File: src/rtl/rv32_ifetch.sv
`timescale 1ns/1ps
`default_nettype none
// ============================================================================
// rv32_ifetch : instruction fetch front end with one-entry tagged buffer,
//               req/ack memory port and timeout-to-NOP fault handling.
// Revision    : 1.0
// ============================================================================
module rv32_ifetch #(
  parameter int unsigned TIMEOUT_CYCLES = 16,
  parameter logic [31:0] NOP_WORD       = 32'h0000_0013
) (
  input  logic        clk,
  input  logic        rst_n,
  input  logic        enable,
  input  logic [31:0] pc,
  output logic [31:0] data_bus,
  output logic        busy,
  output logic        fetch_fault,
  output logic        imem_req,
  output logic [31:0] imem_addr,
  input  logic        imem_ack,
  input  logic [31:0] imem_rdata
);

  localparam int unsigned        TMO_W    = $clog2(TIMEOUT_CYCLES + 1);
  localparam logic [TMO_W-1:0]   TMO_LAST = TMO_W'(TIMEOUT_CYCLES - 1);

  typedef enum logic [0:0] {
    S_IDLE = 1'b0,
    S_WAIT = 1'b1
  } state_t;

  state_t             state_q,     state_d;
  logic               imem_req_q,  imem_req_d;
  logic [31:0]        imem_addr_q, imem_addr_d;
  logic               buf_valid_q, buf_valid_d;
  logic [31:0]        buf_tag_q,   buf_tag_d;
  logic [31:0]        buf_data_q,  buf_data_d;
  logic               fault_q,     fault_d;
  logic [TMO_W-1:0]   tmo_cnt_q,   tmo_cnt_d;

  logic               hit;
  logic               resp_for_pc;
  logic               ack_valid;
  logic               tmo_limit;

  assign hit         = buf_valid_q && (buf_tag_q == pc);
  // A response is only useful if the PC unit still wants that address.
  assign resp_for_pc = (imem_addr_q == pc);
  assign ack_valid   = imem_ack && imem_req_q;
  assign tmo_limit   = (tmo_cnt_q == TMO_LAST);

  always_comb begin
    state_d     = state_q;
    imem_req_d  = imem_req_q;
    imem_addr_d = imem_addr_q;
    buf_valid_d = buf_valid_q;
    buf_tag_d   = buf_tag_q;
    buf_data_d  = buf_data_q;
    fault_d     = fault_q;
    tmo_cnt_d   = tmo_cnt_q;

    case (state_q)
      S_IDLE: begin
        if (enable && !hit) begin
          state_d     = S_WAIT;
          imem_req_d  = 1'b1;
          imem_addr_d = pc;
          tmo_cnt_d   = '0;
        end
      end

      S_WAIT: begin
        // Ack takes priority over the timeout in the same cycle.
        if (ack_valid) begin
          state_d    = S_IDLE;
          imem_req_d = 1'b0;
          if (resp_for_pc) begin
            buf_valid_d = 1'b1;
            buf_tag_d   = imem_addr_q;
            buf_data_d  = imem_rdata;
          end
        end else if (tmo_limit) begin
          state_d    = S_IDLE;
          imem_req_d = 1'b0;
          fault_d    = 1'b1;
          if (resp_for_pc) begin
            buf_valid_d = 1'b1;
            buf_tag_d   = imem_addr_q;
            buf_data_d  = NOP_WORD;
          end
        end else begin
          tmo_cnt_d = tmo_cnt_q + 1'b1;
        end
      end

      default: begin
        state_d    = S_IDLE;
        imem_req_d = 1'b0;
      end
    endcase
  end

  always_ff @(posedge clk or negedge rst_n) begin
    if (!rst_n) begin
      state_q     <= S_IDLE;
      imem_req_q  <= 1'b0;
      imem_addr_q <= '0;
      buf_valid_q <= 1'b0;
      buf_tag_q   <= '0;
      buf_data_q  <= NOP_WORD;
      fault_q     <= 1'b0;
      tmo_cnt_q   <= '0;
    end else begin
      state_q     <= state_d;
      imem_req_q  <= imem_req_d;
      imem_addr_q <= imem_addr_d;
      buf_valid_q <= buf_valid_d;
      buf_tag_q   <= buf_tag_d;
      buf_data_q  <= buf_data_d;
      fault_q     <= fault_d;
      tmo_cnt_q   <= tmo_cnt_d;
    end
  end

  assign data_bus    = buf_data_q;
  assign busy        = ~hit;
  assign fetch_fault = fault_q;
  assign imem_req    = imem_req_q;
  assign imem_addr   = imem_addr_q;

endmodule
`default_nettype wire

File: config.mk
export PLATFORM = sky130hd
export DESIGN_NAME = rv32_ifetch
export DESIGN_NICKNAME = d
export VERILOG_FILES = /design/src/rtl/rv32_ifetch.sv
export SDC_FILE = /design/constraint.sdc
export NUM_CORES = 1
export LEC_CHECK = 0
export CAP_MARGIN = 20
export CORE_ASPECT_RATIO = 0.6
export CORE_MARGIN = 2
export CORE_UTILIZATION = 53
export CTS_CLUSTER_SIZE = 8
export DETAILED_ROUTE_END_ITERATION = 12
export HOLD_SLACK_MARGIN = 0.12
export PLACE_DENSITY = 0.92
export SYNTH_ARGS = -nofsm -noshare
export SYNTH_HDL_FRONTEND = slang
export SYNTH_SLANG_ARGS = --single-unit
export TNS_END_PERCENT = 50
File: constraint.sdc
create_clock -name clk -period 4.6 [get_ports clk]
set_clock_uncertainty 0.1 [all_clocks]
set_input_delay 1.15 -clock clk [delete_from_list [all_inputs] [get_ports clk]]
set_output_delay 1.15 -clock clk [all_outputs]
set_load 0.01 [all_outputs]
==> run summary <==
The flow ran to the end, and the final reports show no timing, DRC or antenna violations. For the overall routed net length, the log shows 12.4 mm. The most common cell after layout, fill and taps aside is sky130_fd_sc_hd__clkdlybuf4s50_1.

In the final routed layout, each cell accounts on average for 18.7 um. The clock passes through at most 2 buffers. For this run, the register share of the synthesized area comes to 50.9%. TritonCTS built the clock tree. The endpoint of the worst hold-timing path is fetch_fault. Before CTS, the worst setup slack after placement is -176 ps. Setup violations remaining at the end of the flow were counted as 0.

Yosys printed 0 warnings. Headroom to the max-slew limit came out at 43.4%. Setup repair after global routing left no endpoint under its margin. STA puts the critical path data required time at 3350 ps. The total CTS buffers was 9; the overall power consumption was 3.07 mW.

For the DRC violation count after routing, the log shows 0. The detail route stage leaves a number of antenna-violating nets equal to 0. In this run the count of I/O pins placed on the die edge is 135. The run gives 365 ps as the worst hold slack. From left edge to right edge, the die measures 132 um. The detailed router finished its first iteration with 195 violations. After layout, the worst setup slack is 101 ps. The number of max-slew violations in the final report was 0. Kind of critical path: input port to output pin.

After clock tree synthesis, the setup repair step added 0 buffers. The final layout contains 594 nets. For the number of maximum-capacitance constraint violations, the log shows 0. The root cell of the clock tree was sky130_fd_sc_hd__clkbuf_16. The overall die area is 10600 sq um. Largest vdd supply drop: 0.273 mV. In the layout the commonest cells are 130 x sky130_fd_sc_hd__clkdlybuf4s50_1, 102 x sky130_fd_sc_hd__dfrtp_1, 49 x sky130_fd_sc_hd__xor2_1.

The reg-to-reg critical path startpoint is imem_req. The run gives 55.5% as the starting density of the core. Once layout is done, the placed cells without fillers occupy 7020 sq um. The run gives 9320 sq um as the area of the core. The mapped netlist covers 5170 sq um. The netlist uses 34 different library cells. The first-pass iteration count of the detailed router is 4. Clock tree synthesis found a total of 105 sinks. The worst hold path stage count was 1.

Number of input and output port buffers inserted: 134. Data on the critical path arrives at its endpoint at 3250 ps. The pin slew with the least headroom to its limit works out to 847 ps.

Pin count of the biggest net entering global routing: 45. The first-pass GRT wire length is 20.2 mm. STA classifies the critical path startpoint as an input port.

The vias after detailed routing is 3543. At the end of routability-driven placement, the weighted congestion stood at 0.906. For this run, the top clock speed supported by timing is 222 MHz. The largest total area in the synthesized netlist belongs to sky130_fd_sc_hd__dfrtp_1.

In this run the worst path has a maximum fanout of 2. The final clock period utilization by the worst path was 97.8%; the ratio of routed vias to standard cells was 5.37. In this run the number of H-tree levels came out at 3. The tightest min-delay check is of the register to register type. The run gives 340 ps as the source-to-sink clock delay at the later pin of the worst-skew pair.

The number of failing hold endpoints at the final stage was 0; the power density over cell area was 437 nW/um^2. The time the worst path needs with I/O delays and setup was 4500 ps. For this run, the total global-route usage over all layers was measured as 24.9%. The setup check on the worst reg-to-reg path leaves a slack of 1790 ps. The worst register-to-register path ends at buf_tag_q[30]. The worst reg-to-reg path cell count is 5. The fraction of layout instances using a drive strength above 1 came out at 25.3%. Sorting the synthesized cells by area gives the leading types as sky130_fd_sc_hd__dfrtp_1 49%, sky130_fd_sc_hd__mux2_4 13%, sky130_fd_sc_hd__mux2_2 10%. The tools report the placement row count as 27.

The initial antenna violation count was 1. The number of synthesized register bits came out at 105. The worst hold path begins at fetch_fault. The tools report the sort of element at the end of the critical path as an output pin. A synthesized cell averages 13.6 sq um. From synthesis to final layout, the design area changed by 35.7%.

The via count of the first global-routing pass came out at 3827. In this run the static leakage power is 3.40 nW. Once placement finished, the instance area stood at 6690 sq um. The tools report the worst setup path startpoint as pc[9].

Counting every net in the synthesized netlist gives 451. The share of the synthesized area in the top cell type is 49.3%, and the post-route core utilization is 75.3%. In this run the vertical extent of the chip is 80.5 um. After clock tree synthesis, the clock-pin slew on the worst setup and hold paths is 60 ps. In the synthesized netlist, the number of instances is 381. Detailed placement finished with a half-perimeter wire length of 9.02 mm. The total overflow left after global routing is 0.
-- cells in the mapped netlist --
cell type,n
sky130_fd_sc_hd__nand2b_1,4
sky130_fd_sc_hd__dfstp_2,3
sky130_fd_sc_hd__and4b_1,1
sky130_fd_sc_hd__nand4_1,9
sky130_fd_sc_hd__dfrtp_1,102
sky130_fd_sc_hd__and2_1,1
sky130_fd_sc_hd__or4_4,1
sky130_fd_sc_hd__o21ai_0,2
sky130_fd_sc_hd__nand2_1,4
sky130_fd_sc_hd__nor3_1,1
sky130_fd_sc_hd__ha_1,2
sky130_fd_sc_hd__nor2_1,10
sky130_fd_sc_hd__a31o_2,1
sky130_fd_sc_hd__mux2_2,47
sky130_fd_sc_hd__a211oi_1,1
sky130_fd_sc_hd__xor2_1,49
sky130_fd_sc_hd__nor4_1,12
sky130_fd_sc_hd__mux2i_1,4
sky130_fd_sc_hd__mux2_4,46
sky130_fd_sc_hd__nand3_1,2
sky130_fd_sc_hd__clkbuf_1,6
sky130_fd_sc_hd__inv_1,4
sky130_fd_sc_hd__buf_6,6
sky130_fd_sc_hd__xnor2_1,17
sky130_fd_sc_hd__nor3b_1,2
sky130_fd_sc_hd__a41oi_1,1
sky130_fd_sc_hd__and3b_1,1
sky130_fd_sc_hd__nor2b_1,1
sky130_fd_sc_hd__buf_2,5
sky130_fd_sc_hd__a21o_1,1
sky130_fd_sc_hd__nor4b_1,2
sky130_fd_sc_hd__or2_2,2
sky130_fd_sc_hd__or4_1,1
sky130_fd_sc_hd__and3_1,30
-- sequential cells by signal (all words and copies together), names as in the netlist --
signal	count
tmo_cnt_q	5
fetch_fault	1
data_bus	32
state_q	1
imem_addr	32
buf_tag_q	32
imem_req	1
buf_valid_q	1
-- cells by family after synthesis --
kind of cell    Yosys count  share of synthesized area (%)
flops                   105                           50.9
simple gates             84                           9.79
mux                      97                           24.4
buf+inv                  21                           2.51
compound gates            6                          0.822
xor+xnor                 66                           11.2
fa+ha+maj                 2                          0.484
-- worst max-delay path by stage --
stage / depth (start not counted) / to
2_1_floorplan: 5 / busy
3_3_place_gp: 8 / busy
3_5_place_dp: 8 / busy
4_1_cts: 8 / busy
5_1_grt: 7 / busy
6_report: 7 / busy
-- stage by stage --
| stage | setup TNS (ps) | instances |
|---|---|---|
| 2_1_floorplan | 0 | 381 |
| 5_1_grt | 0 | 659 |
| 4_1_cts | 0 | 659 |
| 3_5_place_dp | -176 | 643 |
| 6_report | 0 | 660 |
| 3_3_place_gp | -188 | 643 |
-- layer usage --
layer | routed length, um | global-route usage, % | up-vias | share of wire [%]
met4 | 135 | 6.63 | 0 | 1.1
met2 | 5770 | 39.5 | 116 | 47
met5 | 0 | 0 | - | 0
li1 | - | - | 1621 | -
met1 | 5620 | 33.9 | 1793 | 45
met3 | 838 | 7.13 | 13 | 6.8
-- critical path: stages --
cell                              delay [ps]
sky130_fd_sc_hd__clkdlybuf4s50_1         470
sky130_fd_sc_hd__xnor2_2                 230
sky130_fd_sc_hd__nand4_1                 140
sky130_fd_sc_hd__nor4b_2                 310
sky130_fd_sc_hd__nand4_1                 110
sky130_fd_sc_hd__or4_1                   530
sky130_fd_sc_hd__dlygate4sd2_1           300
-- area by class of cell --
type | count | area [sq um]
Fill cell | 602 | 2300
Clock inverter | 4 | 51.3
Timing Repair Buffer | 149 | 1460
Tap cell | 130 | 163
Sequential cell | 105 | 2630
Clock buffer | 12 | 256
Inverter | 4 | 15.0
Multi-Input combinational cell | 255 | 2440
Antenna cell | 1 | 2.50
-- what timing repair did --
item / CTS / global route
hold buffers: 0 / 0
endpoints found under the setup margin: 1 / 1
pin swaps: 0 / 1
resized for setup: 2 / 3
-- power breakdown --
part / internal [mW] / total [mW] / switching, mW
clock: 0.452 / 0.777 / 0.325
sequential: 1.09 / 1.33 / 0.239
combinational: 0.575 / 0.959 / 0.384
total: 2.12 / 3.07 / 0.948
No activity file was read; power rests on OpenSTA's default activity.
